`src/rtl/uart_pkg.sv`:
```
// ----------------------------------------------------------------------------
// uart_pkg
//   Shared types and constants for the configurable UART transmitter.
//   - uart_tx_state_t : transmitter FSM states
//   - UART_PAR_*      : encodings of the cfg_parity field
//   - UART_DBITS_BASE : data bits = UART_DBITS_BASE + cfg_dbits
//   - dbits_mask()    : mask of the data bits that are actually sent
// ----------------------------------------------------------------------------
package uart_pkg;

    typedef enum logic [2:0] {
        IDLE   = 3'd0,
        START  = 3'd1,
        DATA   = 3'd2,
        PARITY = 3'd3,
        STOP   = 3'd4
    } uart_tx_state_t;

    // 2'b11 is reserved and behaves like UART_PAR_NONE.
    localparam logic [1:0] UART_PAR_NONE = 2'b00;
    localparam logic [1:0] UART_PAR_ODD  = 2'b01;
    localparam logic [1:0] UART_PAR_EVEN = 2'b10;

    localparam int UART_DBITS_BASE = 5;

    // Keeps only the low 5..8 bits of a byte so that unused high bits take
    // part neither in the serial stream nor in the parity calculation.
    function automatic logic [7:0] dbits_mask(input logic [1:0] dbits);
        return 8'hFF >> (2'd3 - dbits);
    endfunction

endpackage

```
`src/rtl/fifo.sv`:
```
// ----------------------------------------------------------------------------
// fifo
//   Synchronous first-word-fall-through FIFO.
//   Parameters: DATA_WIDTH (entry width), DEPTH (entries, power of two, >= 2)
//   Ports:
//     clk, resetn  clock, asynchronous active-low reset (empties the FIFO)
//     push, wdata  write request and data; ignored while full
//     pop          read request; ignored while empty
//     rdata        head entry, valid whenever empty = 0
//     full, empty  status flags
// ----------------------------------------------------------------------------
module fifo #(
    parameter int DATA_WIDTH = 8,
    parameter int DEPTH      = 16
) (
    input  logic                  clk,
    input  logic                  resetn,
    input  logic                  push,
    input  logic                  pop,
    input  logic [DATA_WIDTH-1:0] wdata,
    output logic [DATA_WIDTH-1:0] rdata,
    output logic                  full,
    output logic                  empty
);

    localparam int AW = $clog2(DEPTH);

    logic [DATA_WIDTH-1:0] mem [DEPTH];
    // One extra pointer bit tells full from empty when the indices match.
    logic [AW:0]           wr_ptr;
    logic [AW:0]           rd_ptr;
    logic                  do_push;
    logic                  do_pop;

    assign do_push = push & ~full;
    assign do_pop  = pop & ~empty;

    always_ff @(posedge clk or negedge resetn) begin
        if (!resetn) begin
            wr_ptr <= '0;
            rd_ptr <= '0;
        end else begin
            if (do_push) wr_ptr <= wr_ptr + 1'b1;
            if (do_pop)  rd_ptr <= rd_ptr + 1'b1;
        end
    end

    always_ff @(posedge clk) begin
        if (do_push) mem[wr_ptr[AW-1:0]] <= wdata;
    end

    assign rdata = mem[rd_ptr[AW-1:0]];
    assign empty = (wr_ptr == rd_ptr);
    assign full  = (wr_ptr[AW] != rd_ptr[AW]) && (wr_ptr[AW-1:0] == rd_ptr[AW-1:0]);

endmodule

```
`src/rtl/uart_tx_cfg.sv`:
```
// ----------------------------------------------------------------------------
// uart_tx_cfg
//   Runtime-configurable UART transmitter with a byte FIFO. Each frame is
//   start bit, 5-8 data bits LSB first, optional odd/even parity, 1 or 2 stop
//   bits. Frames leave back to back with no idle gap while data is queued.
//   Optional build macro: UART_TX_CTS_EN adds the cts_n flow-control input.
//   Parameters: FIFO_DEPTH (buffer entries), DIV_WIDTH (baud divisor width)
//   Ports:
//     clk, resetn  clock, asynchronous active-low reset
//     valid        push tx_data into the FIFO
//     tx_data      byte to send
//     div          clk cycles per bit (0 behaves as 1)
//     cfg_dbits    data bits = 5 + cfg_dbits
//     cfg_parity   00/11 none, 01 odd, 10 even
//     cfg_stop2    1 = two stop bits
//     cts_n        clear-to-send, active low (UART_TX_CTS_EN builds only)
//     tx_out       serial line, idle high
//     ready        FIFO can take a byte
//     busy         frame in flight or bytes queued
//     frame_done   high on the final cycle of the last stop bit
//   Handshake: a byte is taken on a rising clk edge where valid = 1 and
//   ready = 1; valid with ready = 0 is dropped without error.
//   div and cfg_* are sampled when a frame starts and held for its duration.
// ----------------------------------------------------------------------------
module uart_tx_cfg
    import uart_pkg::*;
#(
    parameter int FIFO_DEPTH = 16,
    parameter int DIV_WIDTH  = 16
) (
    input  logic                 clk,
    input  logic                 resetn,
    input  logic                 valid,
    input  logic [7:0]           tx_data,
    input  logic [DIV_WIDTH-1:0] div,
    input  logic [1:0]           cfg_dbits,
    input  logic [1:0]           cfg_parity,
    input  logic                 cfg_stop2,
`ifdef UART_TX_CTS_EN
    input  logic                 cts_n,
`endif
    output logic                 tx_out,
    output logic                 ready,
    output logic                 busy,
    output logic                 frame_done
);

    uart_tx_state_t       state;
    uart_tx_state_t       state_n;

    logic [DIV_WIDTH-1:0] cnt;
    logic [DIV_WIDTH-1:0] cnt_n;
    logic [2:0]           bit_idx;
    logic [2:0]           bit_idx_n;
    logic                 stop_idx;
    logic                 stop_idx_n;
    logic                 tx_n;

    // Frame parameters captured when the byte is popped.
    logic [7:0]           data_q;
    logic [2:0]           dlast_q;
    logic                 par_en_q;
    logic                 par_bit_q;
    logic                 stop2_q;
    logic [DIV_WIDTH-1:0] div_q;

    logic [7:0]           fifo_rdata;
    logic                 fifo_full;
    logic                 fifo_empty;
    logic                 fifo_pop;
    logic [7:0]           masked;
    logic                 bit_end;
    logic                 start_ok;
    logic                 cts_clear;
    logic [DIV_WIDTH-1:0] load_in;
    logic [DIV_WIDTH-1:0] load_q;

`ifdef UART_TX_CTS_EN
    logic [1:0] cts_sync;

    // Resets to "not clear" so nothing starts until the peer asserts CTS.
    always_ff @(posedge clk or negedge resetn) begin
        if (!resetn) cts_sync <= 2'b11;
        else         cts_sync <= {cts_sync[0], cts_n};
    end

    assign cts_clear = ~cts_sync[1];
`else
    assign cts_clear = 1'b1;
`endif

    fifo #(
        .DATA_WIDTH (8),
        .DEPTH      (FIFO_DEPTH)
    ) u_fifo (
        .clk    (clk),
        .resetn (resetn),
        .push   (valid),
        .pop    (fifo_pop),
        .wdata  (tx_data),
        .rdata  (fifo_rdata),
        .full   (fifo_full),
        .empty  (fifo_empty)
    );

    assign ready    = ~fifo_full;
    assign busy     = (state != IDLE) | ~fifo_empty;
    assign start_ok = ~fifo_empty & cts_clear;
    assign bit_end  = (cnt == '0);
    assign masked   = fifo_rdata & dbits_mask(cfg_dbits);

    // Counter reload: a divisor of 0 is treated as 1, so the load never wraps.
    assign load_in = (div == '0)   ? '0 : div - DIV_WIDTH'(1);
    assign load_q  = (div_q == '0) ? '0 : div_q - DIV_WIDTH'(1);

    always_ff @(posedge clk or negedge resetn) begin
        if (!resetn) begin
            state    <= IDLE;
            cnt      <= '0;
            bit_idx  <= '0;
            stop_idx <= 1'b0;
            tx_out   <= 1'b1;
        end else begin
            state    <= state_n;
            cnt      <= cnt_n;
            bit_idx  <= bit_idx_n;
            stop_idx <= stop_idx_n;
            tx_out   <= tx_n;
        end
    end

    always_ff @(posedge clk or negedge resetn) begin
        if (!resetn) begin
            data_q    <= '0;
            dlast_q   <= '0;
            par_en_q  <= 1'b0;
            par_bit_q <= 1'b0;
            stop2_q   <= 1'b0;
            div_q     <= '0;
        end else if (fifo_pop) begin
            data_q    <= masked;
            dlast_q   <= 3'(UART_DBITS_BASE - 1) + {1'b0, cfg_dbits};
            par_en_q  <= (cfg_parity == UART_PAR_ODD) || (cfg_parity == UART_PAR_EVEN);
            par_bit_q <= (cfg_parity == UART_PAR_ODD) ? ~^masked : ^masked;
            stop2_q   <= cfg_stop2;
            div_q     <= div;
        end
    end

    always_comb begin
        state_n    = state;
        cnt_n      = bit_end ? cnt : cnt - DIV_WIDTH'(1);
        bit_idx_n  = bit_idx;
        stop_idx_n = stop_idx;
        tx_n       = tx_out;
        fifo_pop   = 1'b0;
        frame_done = 1'b0;

        case (state)
            IDLE: begin
                tx_n  = 1'b1;
                cnt_n = '0;
                if (start_ok) begin
                    fifo_pop = 1'b1;
                    state_n  = START;
                    tx_n     = 1'b0;
                    cnt_n    = load_in;
                end
            end

            START: begin
                if (bit_end) begin
                    state_n   = DATA;
                    bit_idx_n = '0;
                    tx_n      = data_q[0];
                    cnt_n     = load_q;
                end
            end

            DATA: begin
                if (bit_end) begin
                    cnt_n = load_q;
                    if (bit_idx == dlast_q) begin
                        if (par_en_q) begin
                            state_n = PARITY;
                            tx_n    = par_bit_q;
                        end else begin
                            state_n    = STOP;
                            tx_n       = 1'b1;
                            stop_idx_n = 1'b0;
                        end
                    end else begin
                        bit_idx_n = bit_idx + 3'd1;
                        tx_n      = data_q[bit_idx + 3'd1];
                    end
                end
            end

            PARITY: begin
                if (bit_end) begin
                    state_n    = STOP;
                    tx_n       = 1'b1;
                    stop_idx_n = 1'b0;
                    cnt_n      = load_q;
                end
            end

            STOP: begin
                tx_n = 1'b1;
                if (bit_end) begin
                    if (stop2_q && !stop_idx) begin
                        stop_idx_n = 1'b1;
                        cnt_n      = load_q;
                    end else begin
                        frame_done = 1'b1;
                        // Chain straight into the next start bit when a byte
                        // is waiting, so consecutive frames have no gap.
                        if (start_ok) begin
                            fifo_pop = 1'b1;
                            state_n  = START;
                            tx_n     = 1'b0;
                            cnt_n    = load_in;
                        end else begin
                            state_n = IDLE;
                        end
                    end
                end
            end

            default: begin
                state_n = IDLE;
                tx_n    = 1'b1;
            end
        endcase
    end

endmodule

```
`config.mk`:
```
export PLATFORM = sky130hd
export DESIGN_NAME = uart_tx_cfg
export DESIGN_NICKNAME = d
export VERILOG_FILES = /design/src/rtl/uart_pkg.sv /design/src/rtl/fifo.sv /design/src/rtl/uart_tx_cfg.sv
export SDC_FILE = /design/constraint.sdc
export NUM_CORES = 1
export LEC_CHECK = 0
export BUFFER_PORTS_ARGS = -buffer_cell sky130_fd_sc_hd__buf_2
export CELL_PAD_IN_SITES_DETAIL_PLACEMENT = 0
export CELL_PAD_IN_SITES_GLOBAL_PLACEMENT = 1
export CORE_ASPECT_RATIO = 1.5
export CORE_UTILIZATION = 55
export CTS_BUF_LIST = sky130_fd_sc_hd__clkbuf_16
export DETAILED_ROUTE_END_ITERATION = 12
export GPL_TIMING_DRIVEN = 1
export PLACE_DENSITY_LB_ADDON = 0.15
export SYNTH_ARGS = -nofsm -noshare
export SYNTH_HDL_FRONTEND = slang
export SYNTH_SLANG_ARGS = --single-unit
```
`constraint.sdc`:
```
create_clock -name clk -period 4.3 [get_ports clk]
set_input_delay 0.43 -clock clk [delete_from_list [all_inputs] [get_ports clk]]
set_output_delay 0.43 -clock clk [all_outputs]
set_load 0.05 [all_outputs]
```
==> results.md, run 1 <==
* IO Count at 36
* Nets at 829
* Reg2reg path depth at 6
* Setup bufs post-CTS at 0
* Antenna Diode Count at 0
* EDFF count, synth at 128
* Antenna viol nets, final at 0
* CTS tree: built
* Number of DRC markers in iteration 0 at 450
* Residual DRC count at 0
* Clock slew at reported path FFs at 80 ps
* Largest net degree at the start of global routing at 38
* Buffer depth of the longest clock path at 2
* Cells after Synth at 751
* Layout cells sized above 1 at 0.1529
* MaxCap Viol Count at 0
* Fmax at 294.2 MHz
* R2r startpoint: u_fifo.rd_ptr[2]$_DFFE_PN0P_
* Global Route Usage Sum at 0.2830
* Net switching power at 1.697 mW
* Number of global-route vias before repair at 6346
* Worst hold margin at 127.2 ps
* Ys Warns at 0
* Syn avg cell area at 12.37 um2
* H-tree lvl count at 4
* CP Max Fanout at 21
* # setup viols final at 0
* Peak VDD IR at 0.4354 mV
* Setup TNS at 0 ps
* Die Wd at 108.1 um
* Routability cong. at 0.9226
* CORE AREA at 16330 um2
* Worst hold path class: primary input to asynchronous set/reset pin
* R2R Setup Slk at 1120 ps
* Yosys reg bits at 192
* CP Class: flop to primary output
* Period utilisation layout at 0.7904
* Gr ovfl total at 0
* Sequential fraction of design power at 0.475
* Unique cell type count in the Yosys netlist at 60
* Final Hold Vio Count at 0
* RR Endpoint: data_q[6]$_DFFE_PN0P_
* Core Rows at 57
* Place WS at 1139 ps
* CP max stage cell: dfrtp_1
* Sequential area share after synthesis at 0.5862
* Design Power at 5.250 mW
* Post-Syn Nets at 795
* Async SR Flop Fraction at 0.3333
* Syn-to-layout area delta at 10.71%
* Initial antenna violation count at 0
* CP Launch Type: flop
* Clock Latency Late Sink at 440 ps
* Unrepaired setup endpoints after global routing: false
* Worst EP arrival at 2970 ps
* Mapped cell area at 9291 um2
* CP Launch Point: u_fifo.rd_ptr[2]$_DFFE_PN0P_
* Max stage delay on crit path at 920 ps
* I/O Buffers at 35
* Clk sink count at 192
* Slew Viols, Final at 0
* First-pass iteration count of the detailed router at 5
* CP cell instances: xor2_1 > nor4_1 > nor2b_1 > nand2_1 > buf_2
* Via count at 6262
* Hold_buf cts at 0
* CTS root buf: clkbuf_16
* Setup WS post-layout at 901.3 ps
* Synth Flop Type: edfxtp_1
* Initial core utilization at 0.5689
* Routed WL at 22940 um
* Cell Int Power at 3.553 mW
* Die footprint at 17430 um2
* First-pass GRT wire length at 35820 um
* Slew Limit Headroom at 0.2400
* Clock share of power at 0.303
* PwrDens at 510.4 nW/um2
* Routed vias/inst at 6.237
* Sw frac at 0.3232
* Pleak at 3.679 nW
* Outcome: completed
* Comb pwr share at 0.223
* Worst Setup EP: busy
* Post-DP HPWL at 16590 um
* Post-CTS Resized at 0
* Worst slew pin tran at 1136 ps
* Fin Clk Skew at 19.43 ps
* Fin crit period at 3399 ps
* Crit. End Element: primary output
* Routed WL per cell at 22.85 um
* Die height at 161.2 um
* CP required at 3870 ps
* CTS buffer count at 17
==> cell type report <==
class,instances,area [um2]
Tap cell,206,257.7
Clock buffer,17,425.4
Inverter,11,41.29
Clock inverter,15,180.2
Fill cell,1273,6046
Multi-Input combinational cell,513,3646
Timing Repair Buffer,50,287.8
Sequential cell,192,5448
==> state kept, by name (all words and copies together), names as in the netlist <==
name and cells:
u_fifo.rd_ptr 5, cnt 16, par_en_q 1, tx_out 1
state 3, bit_idx 3, data_q 8, stop2_q 1
u_fifo.mem 128, dlast_q 3, u_fifo.wr_ptr 5, div_q 16
stop_idx 1, par_bit_q 1
==> synthesized netlist by cell type (all sizes together) (4+ instances only) <==
cell type	number	area, um2
nand2	123	461.7
or4	8	60.06
o21ai	37	188.9
a21oi	16	80.08
dfrtp	63	1577
nor2	49	183.9
nor4	14	87.58
clkbuf	19	71.32
o32ai	5	43.79
or3	7	43.79
nor3b	5	42.54
xor2	20	175.2
nor2b	6	37.54
o22ai	10	62.56
nand4	9	56.30
o31ai	6	45.04
ha	12	150.1
inv	11	41.29
xnor2	36	322.8
nor3	26	130.1
buf	16	86.33
mux2i	4	40.04
and2	8	50.05
o221ai	4	35.03
nand2b	14	87.58
a22oi	7	52.55
nand3	13	65.06
edfxtp	128	3844
mux4	35	803.3
==> power groups by stage <==
stage | Clock [mW] | Combinational (mW) | Sequential [mW]
CTS | 1.61 | 1.17 | 2.49
floorplan | 0 | 0.925 | 2.40
finish | 1.59 | 1.17 | 2.49
global placement | 0 | 1.14 | 2.51
detailed placement | 0 | 1.17 | 2.53
global route | 1.68 | 1.27 | 2.53
==> how the worst min path moves through the flow <==
stage	from	endpoint
after floorplan	resetn	bit_idx[0]$_DFFE_PN0P_
after global placement	data_q[3]$_DFFE_PN0P_	data_q[3]$_DFFE_PN0P_
after detailed placement	data_q[3]$_DFFE_PN0P_	data_q[3]$_DFFE_PN0P_
after CTS	resetn	state[2]$_DFFE_PN0P_
after global routing	resetn	state[2]$_DFFE_PN0P_
final	resetn	state[2]$_DFFE_PN0P_
==> metal layers <==
layer,vias up,wire length [um],GRT usage
li1,2878,-,-
met1,3096,8361,0.3278
met2,235,12810,0.5113
met3,53,948,0.03955
met4,0,823,0.1283
met5,-,0,0
==> worst max-delay path, delay by kind of cell, from the launching register on <==
kind	cells	cell delay [ps]
xor+xnor	1	140
flops	1	920
simple gates	3	1210
buf+inv	1	250
==> stage by stage <==
step	cell area [um2]	cells	utilization
2_1_floorplan	9291	751	-
3_3_place_gp	9681	972	0.5927
3_5_place_dp	9681	972	0.5927
4_1_cts	10290	1004	0.6298
5_1_grt	10290	1004	0.6298
6_report	10290	1004	0.6298
==> cell usage in the layout (no fill, tap or decap), drive strengths merged, types with 3 or more instances in the layout <==
cell type,count
nand4,9
nor2b,6
nand2,123
nand3,13
ha,12
nand2b,14
nor2,49
clkinv,6
o31ai,6
o22ai,10
o32ai,5
a22o,3
nor3,26
dfrtp,63
or4,8
xnor2,36
o211ai,3
nor4,14
mux4,35
a211oi,3
buf,50
o221ai,4
inv,19
a21oi,16
nor3b,5
or2,3
clkbuf,17
mux2i,4
and2,8
o21ai,37
edfxtp,128
or3,7
a22oi,7
xor2,20
==> logic make-up after synthesis <==
logic type,count (synthesis),share of synthesized area
simple gates,291,0.1479
flops,192,0.5862
compound gates,113,0.07918
xor+xnor,58,0.05844
buf+inv,46,0.02141
mux,39,0.09076
fa+ha+maj,12,0.01616
(Power assumes the default switching activity.)
==> run 2, diff against run 1 <==
--- a/config.mk
+++ b/config.mk
@@ -9,7 +9,7 @@
 export CELL_PAD_IN_SITES_DETAIL_PLACEMENT = 0
 export CELL_PAD_IN_SITES_GLOBAL_PLACEMENT = 1
 export CORE_ASPECT_RATIO = 1.5
-export CORE_UTILIZATION = 55
+export CORE_UTILIZATION = 51
 export CTS_BUF_LIST = sky130_fd_sc_hd__clkbuf_16
 export DETAILED_ROUTE_END_ITERATION = 12
 export GPL_TIMING_DRIVEN = 1
==> constraint.sdc (replaced) <==
create_clock -name clk -period 3.4 [get_ports clk]
set_input_delay 0.34 -clock clk [delete_from_list [all_inputs] [get_ports clk]]
set_output_delay 0.34 -clock clk [all_outputs]
set_load 0.05 [all_outputs]
==> results.md, run 2 (same netlist as run 1, synthesis figures left out) <==
* Gr ovfl total at 0 (unchanged)
* First-pass GRT wire length at 35860 um (about the same)
* Die height at 167.3 um (+3.8%)
* Fin Clk Skew at 9.092 ps (-10.33 ps)
* Core Rows at 60 (+5.3%)
* # setup viols final at 0 (unchanged)
* CTS root buf: clkbuf_16
* Commonest non-fill, non-tap cell in the layout: edfxtp_1
* Number of flip-flops under the largest register name at 128 (unchanged)
* CP Max Fanout at 16 (-24%)
* Crit. End Element: primary output
* Fillers at 1444 (+13%)
* PwrDens at 635.6 nW/um2 (+25%)
* Worst slew pin tran at 892.8 ps (-243.1 ps)
* Antenna Diode Count at 0 (unchanged)
* Setup bufs post-CTS at 0 (unchanged)
* CP required at 3060 ps (-810 ps)
* Antenna viol nets, final at 0 (unchanged)
* Routed WL at 22860 um (-0.37%)
* Fin area at 10380 um2 (+0.94%)
* Number of global-route vias before repair at 6456 (+1.7%)
* First-pass iteration count of the detailed router at 9 (+4)
* Period utilisation layout at 0.8918
* Design Power at 6.599 mW (+26%)
* CORE AREA at 17870 um2 (+9.4%)
* I/O Buffers at 35 (unchanged)
* Global Route Usage Sum at 0.2575 (-0.02556)
* Post-Place Cell Area at 9792 um2 (+1.2%)
* R2r startpoint: u_fifo.rd_ptr[1]$_DFFE_PN0P_
* Pleak at 3.739 nW (+1.6%)
* MaxCap Viol Count at 0 (unchanged)
* Worst EP arrival at 2690 ps (-280 ps)
* Via count at 6189 (-1.2%)
* Outcome: complete, but fails checks
* Post-DP HPWL at 17330 um (+4.5%)
* Met3 WL at 734 um (-23%)
* Initial antenna violation count at 0 (unchanged)
* CP Launch Point: u_fifo.rd_ptr[1]$_DFFE_PN0P_
* Final Hold Vio Count at 0 (unchanged)
* Largest net degree at the start of global routing at 44 (+16%)
* R2R Setup Slk at 460 ps (-660 ps)
* WL met2 at 12300 um (-4.0%)
* Worst Setup EP: busy
* Place WS at 476.1 ps (-662.8 ps)
* CP Launch Type: flop
* Failing checks: DRC
* Routability cong. at 0.9373 (+1.6%)
* H-tree lvl count at 4 (unchanged)
* Routed vias/inst at 6.020 (-3.5%)
* Clock Latency Late Sink at 420 ps (-20 ps)
* Setup TNS at 0 ps (unchanged)
* Setup WS post-layout at 367.8 ps (-533.6 ps)
* Slew Limit Headroom at 0.3993 (+0.1594)
* Die footprint at 18770 um2 (+7.7%)
* RR Endpoint: par_bit_q$_DFFE_PN0P_
* Number of DRC markers in iteration 0 at 407 (-9.6%)
* Slew Viols, Final at 0 (unchanged)
* Syn-to-layout area delta at 11.74%
* CTS tree: built
* Fin crit period at 3032 ps
* Clk sink count at 192 (unchanged)
* IO Count at 36 (unchanged)
* Reg2reg path depth at 7 (+1)
* Buffer depth of the longest clock path at 2 (unchanged)
* Layout cells sized above 1 at 0.1640 (+0.01111)
* DR top layer: met4
* DRT met1 WL at 8488 um (+1.5%)
* Routed WL per cell at 22.24 um (-2.7%)
* Die Wd at 112.2 um (+3.8%)
* Residual DRC count at 4 (+4)
* Fmax at 329.8 MHz
* CTS buffer count at 17 (unchanged)
* Most frequent cells in the layout: edfxtp_1, nand2_1, dfrtp_1, nor2_1
* Peak VDD IR at 0.4393 mV (+0.88%)
* Unrepaired setup endpoints after global routing: false
* Worst hold path class: primary input to flop
* Initial core utilization at 0.5200 (-0.04888)
* Clock slew at reported path FFs at 80 ps (about the same)
* CP Class: flop to primary output
* Nets at 843 (+1.7%)
run 2: changes by cell type in the layout (fill, tap and decap cells not counted), sizes merged:
cell / previous run / this run
clkinv: 6 / 4
inv: 19 / 18
buf: 50 / 63
clkinvlp: 1 / 2
dlygate4sd3: 0 / 1
bufinv: 0 / 1
run 2: worst min path at each step:
stage / start / to / slack (ps) / cells after the start
final: cfg_stop2 / stop2_q$_DFFE_PN0P_ / 140 / 3
after global routing: cfg_stop2 / stop2_q$_DFFE_PN0P_ / 140 / 3
after CTS: cfg_stop2 / stop2_q$_DFFE_PN0P_ / 120 / 3
after detailed placement: resetn / state[1]$_DFFE_PN0P_ / 340 / 1
after global placement: resetn / state[2]$_DFFE_PN0P_ / 330 / 1
after floorplan: resetn / bit_idx[0]$_DFFE_PN0P_ / 40 / 0
run 2: repair_timing:
action,4_1_cts,5_1_grt
gates resized for setup,0,0
hold endpoints to repair,20,0
endpoints found under the setup margin,0,0
hold buffers,1,0
run 2: stage by stage:
stage | std cells | hold WS [ps] | utilization
2_1_floorplan | 751 | 44.41 | -
3_3_place_gp | 996 | 328.8 | 0.5480
3_5_place_dp | 996 | 343.3 | 0.5480
4_1_cts | 1028 | 124.3 | 0.5811
5_1_grt | 1028 | 135.1 | 0.5811
6_report | 1028 | 139.1 | 0.5811
run 2: report_power, final:
part	internal (mW)	switching, mW
registers	2.83	0.283
clock network	1.04	0.927
logic	0.686	0.830
total	4.56	2.04
run 2: critical path: stages (launching register included):
cell	delay (ps)
dfrtp_1	630
buf_4	350
xor2_1	100
nor4_1	470
nor2b_1	220
buf_4	180
nand2_1	100
buf_2	220
run 2: per-layer routing:
layer  global-route usage  up-vias
li1                     -     2896
met1               0.2795     3051
met2               0.4718      186
met3              0.03583       56
met4               0.1571        0
met5                    0        -
run 2: layout make-up:
class / count / area (um2) / area share
clock buffers: 17 / 425.4 / 0.04097
clock inverters: 14 / 155.1 / 0.01494
inverters: 11 / 41.29 / 0.003977
multi-input cells: 513 / 3646 / 0.3512
flip-flops and latches: 192 / 5448 / 0.5247
well taps: 217 / 271.5 / 0.02615
repair buffers: 64 / 395.4 / 0.03808
==> run 3, diff against run 2 <==
==> constraint.sdc (replaced) <==
create_clock -name clk -period 3.4 [get_ports clk]
set_input_delay 0.51 -clock clk [delete_from_list [all_inputs] [get_ports clk]]
set_output_delay 0.51 -clock clk [all_outputs]
set_load 0.05 [all_outputs]
==> results.md, run 3 (same netlist as run 1, synthesis figures left out) <==
* Sw frac at 0.3014 (-0.007632)
* Peak VDD IR at 0.3880 mV (-12%)
* Syn-to-layout area delta at 12.21%
* First-pass iteration count of the detailed router at 8 (-1)
* Net switching power at 1.992 mW (-2.3%)
* Failing checks: DRC
* Final Hold Vio Count at 0 (unchanged)
* Nets at 848 (+0.59%)
* H-tree lvl count at 4 (unchanged)
* Clock share of power at 0.295 (-0.003)
* Worst hold margin at 124.1 ps (-15.04 ps)
* Post-layout util at 0.5835 (+0.002451)
* Routability cong. at 0.8938 (-4.6%)
* Fillers at 1455 (+0.76%)
* Core Rows at 60 (unchanged)
* Max stage delay on crit path at 670 ps (+40 ps)
* CP max stage cell: dfrtp_1
* Comb pwr share at 0.228 (-0.002)
* Outcome: complete, but fails checks
* Die footprint at 18770 um2 (unchanged)
* Number of global-route vias before repair at 6353 (-1.6%)
* CTS buffer count at 17 (unchanged)
* CP cell instances: buf_12 > xor2_1 > nor4_1 > nor2b_1 > buf_4 > nand2_1 > buf_2
* Number of flip-flops under the largest register name at 128 (unchanged)
* Crit. End Element: primary output
* Largest delay share family, worst path: simple AND/OR/NAND/NOR gates
* CP Class: flop to primary output
* Unrepaired setup endpoints after global routing: false
* Routed vias/inst at 6.009 (-0.19%)
* Die Wd at 112.2 um (unchanged)
* CORE AREA at 17870 um2 (unchanged)
* Clk sink count at 192 (unchanged)
* Initial core utilization at 0.5200 (unchanged)
* PwrDens at 633.8 nW/um2 (-0.28%)
* Hold_buf cts at 0 (-1)
* Cell Int Power at 4.617 mW (+1.2%)
* Routed WL per cell at 22.15 um (-0.38%)
* Worst hold path class: primary input to asynchronous set/reset pin
* Post-CTS Resized at 0 (unchanged)
* CP required at 2890 ps (-170 ps)
* Largest net degree at the start of global routing at 36 (-18%)
* Worst slew pin tran at 970.6 ps (+77.79 ps)
* Pleak at 3.779 nW (+1.1%)
* Most frequent cells in the layout: edfxtp_1, nand2_1, dfrtp_1, nor2_1
* Fmax at 327.8 MHz (-0.61%)
* Fin crit period at 3051 ps (+18.61 ps)
* Period utilisation layout at 0.8973 (+0.005473)
* Layout cells sized above 1 at 0.1669 (+0.002876)
* Clock Latency Late Sink at 430 ps (about the same)
* Commonest non-fill, non-tap cell in the layout: edfxtp_1
* Number of DRC markers in iteration 0 at 377 (-7.4%)
* CP Launch Type: flop
* Antenna viol nets, final at 0 (unchanged)
* Slew Viols, Final at 0 (unchanged)
* First-pass GRT wire length at 35450 um (-1.1%)
* CP Max Fanout at 24 (+8)
* Setup TNS at 0 ps (unchanged)
* Clock slew at reported path FFs at 80 ps (about the same)
* # setup viols final at 0 (unchanged)
* Buffer depth of the longest clock path at 2 (unchanged)
* CTS tree: built
* Multi-input gate area at 3646 um2 (unchanged)
* Antenna Diode Count at 0 (unchanged)
* Reg area at 5448 um2 (unchanged)
* Fin Clk Skew at 14.45 ps (+5.354 ps)
* Via count at 6201 (+0.19%)
* MaxCap Viol Count at 0 (unchanged)
* Slew Limit Headroom at 0.3506 (-0.04876)
* Sequential fraction of design power at 0.477 (+0.005)
* Gr ovfl total at 0 (unchanged)
* Residual DRC count at 4 (unchanged)
* Initial antenna violation count at 0 (unchanged)
* Post-DP HPWL at 17250 um (-0.49%)
* Routed WL at 22860 um (about the same)
* Die height at 167.3 um (unchanged)
* Global Route Usage Sum at 0.2572 (about the same)
* Worst EP arrival at 2540 ps (-150 ps)
* CTS root buf: clkbuf_16
* CP bufs+invs at 3 (unchanged)
* IO Count at 36 (unchanged)
* I/O Buffers at 35 (unchanged)
* Setup bufs post-CTS at 0 (unchanged)
[run 3: changes by cell type in the layout (fill, tap and decap cells not counted), moves of 2 or more]
cell | before | now
clkinv_8 | 2 | 0
buf_4 | 28 | 32
inv_1 | 11 | 13
clkinvlp_4 | 2 | 0
buf_12 | 0 | 2
[run 3: final timing paths]
path | startpoint | depth (start not counted) | slack, ps | to
setup / recovery | u_fifo.rd_ptr[1]$_DFFE_PN0P_ | 7 | 350 | busy
hold / removal | resetn | 1 | 120 | state[2]$_DFFE_PN0P_
setup reg to reg | u_fifo.rd_ptr[1]$_DFFE_PN0P_ | 7 | 410 | par_bit_q$_DFFE_PN0P_
hold reg to reg | data_q[6]$_DFFE_PN0P_ | 2 | 480 | data_q[6]$_DFFE_PN0P_
max in group asynchronous | resetn | 2 | 2310 | u_fifo.rd_ptr[0]$_DFFE_PN0P_
min in group clk | cfg_stop2 | 3 | 300 | stop2_q$_DFFE_PN0P_
[run 3: power groups by stage]
stage / combinational, mW / sequential, mW / clock, mW
floorplan: 1.17 / 3.04 / 0
global placement: 1.48 / 3.18 / 0
detailed placement: 1.50 / 3.20 / 0
CTS: 1.52 / 3.15 / 1.98
global route: 1.63 / 3.20 / 2.05
finish: 1.51 / 3.15 / 1.95
[run 3: per-stage QoR]
step / std cells / setup WS, ps / power [mW] / instance area (um2)
3_3_place_gp: 1002 / 478.8 / 4.663 / 9862
4_1_cts: 1032 / 327.9 / 6.648 / 10430
3_5_place_dp: 1002 / 429.0 / 4.704 / 9862
6_report: 1032 / 349.2 / 6.608 / 10430
2_1_floorplan: 751 / 362.9 / 4.206 / 9291
5_1_grt: 1032 / 199.4 / 6.882 / 10430
[run 3: area by class of cell]
| cell class | count | area share |
|---|---|---|
| clock buffer | 17 | 0.04080 |
| clock inverter | 13 | 0.01332 |
| sequential | 192 | 0.5225 |
| multi-input combinational | 513 | 0.3497 |
| inverter | 11 | 0.003960 |
| timing repair buffer | 69 | 0.04368 |
| tap | 217 | 0.02604 |
[run 3: worst register-to-register path, stage by stage (launching register included)]
cell and delay [ps]:
dfrtp_1 670, mux4_1 640, mux4_2 520, xnor2_2 150, xnor3_1 240, xnor3_1 370, xnor2_1 200, o21ai_2 60
[run 3: routing by layer]
layer  part of all wire  GRT usage  up-vias
met2               0.56     0.4883      159
met3              0.029    0.03511       47
met5                  0          0        -
met1               0.37     0.2785     3085
li1                   -          -     2910
met4              0.038     0.1235        0
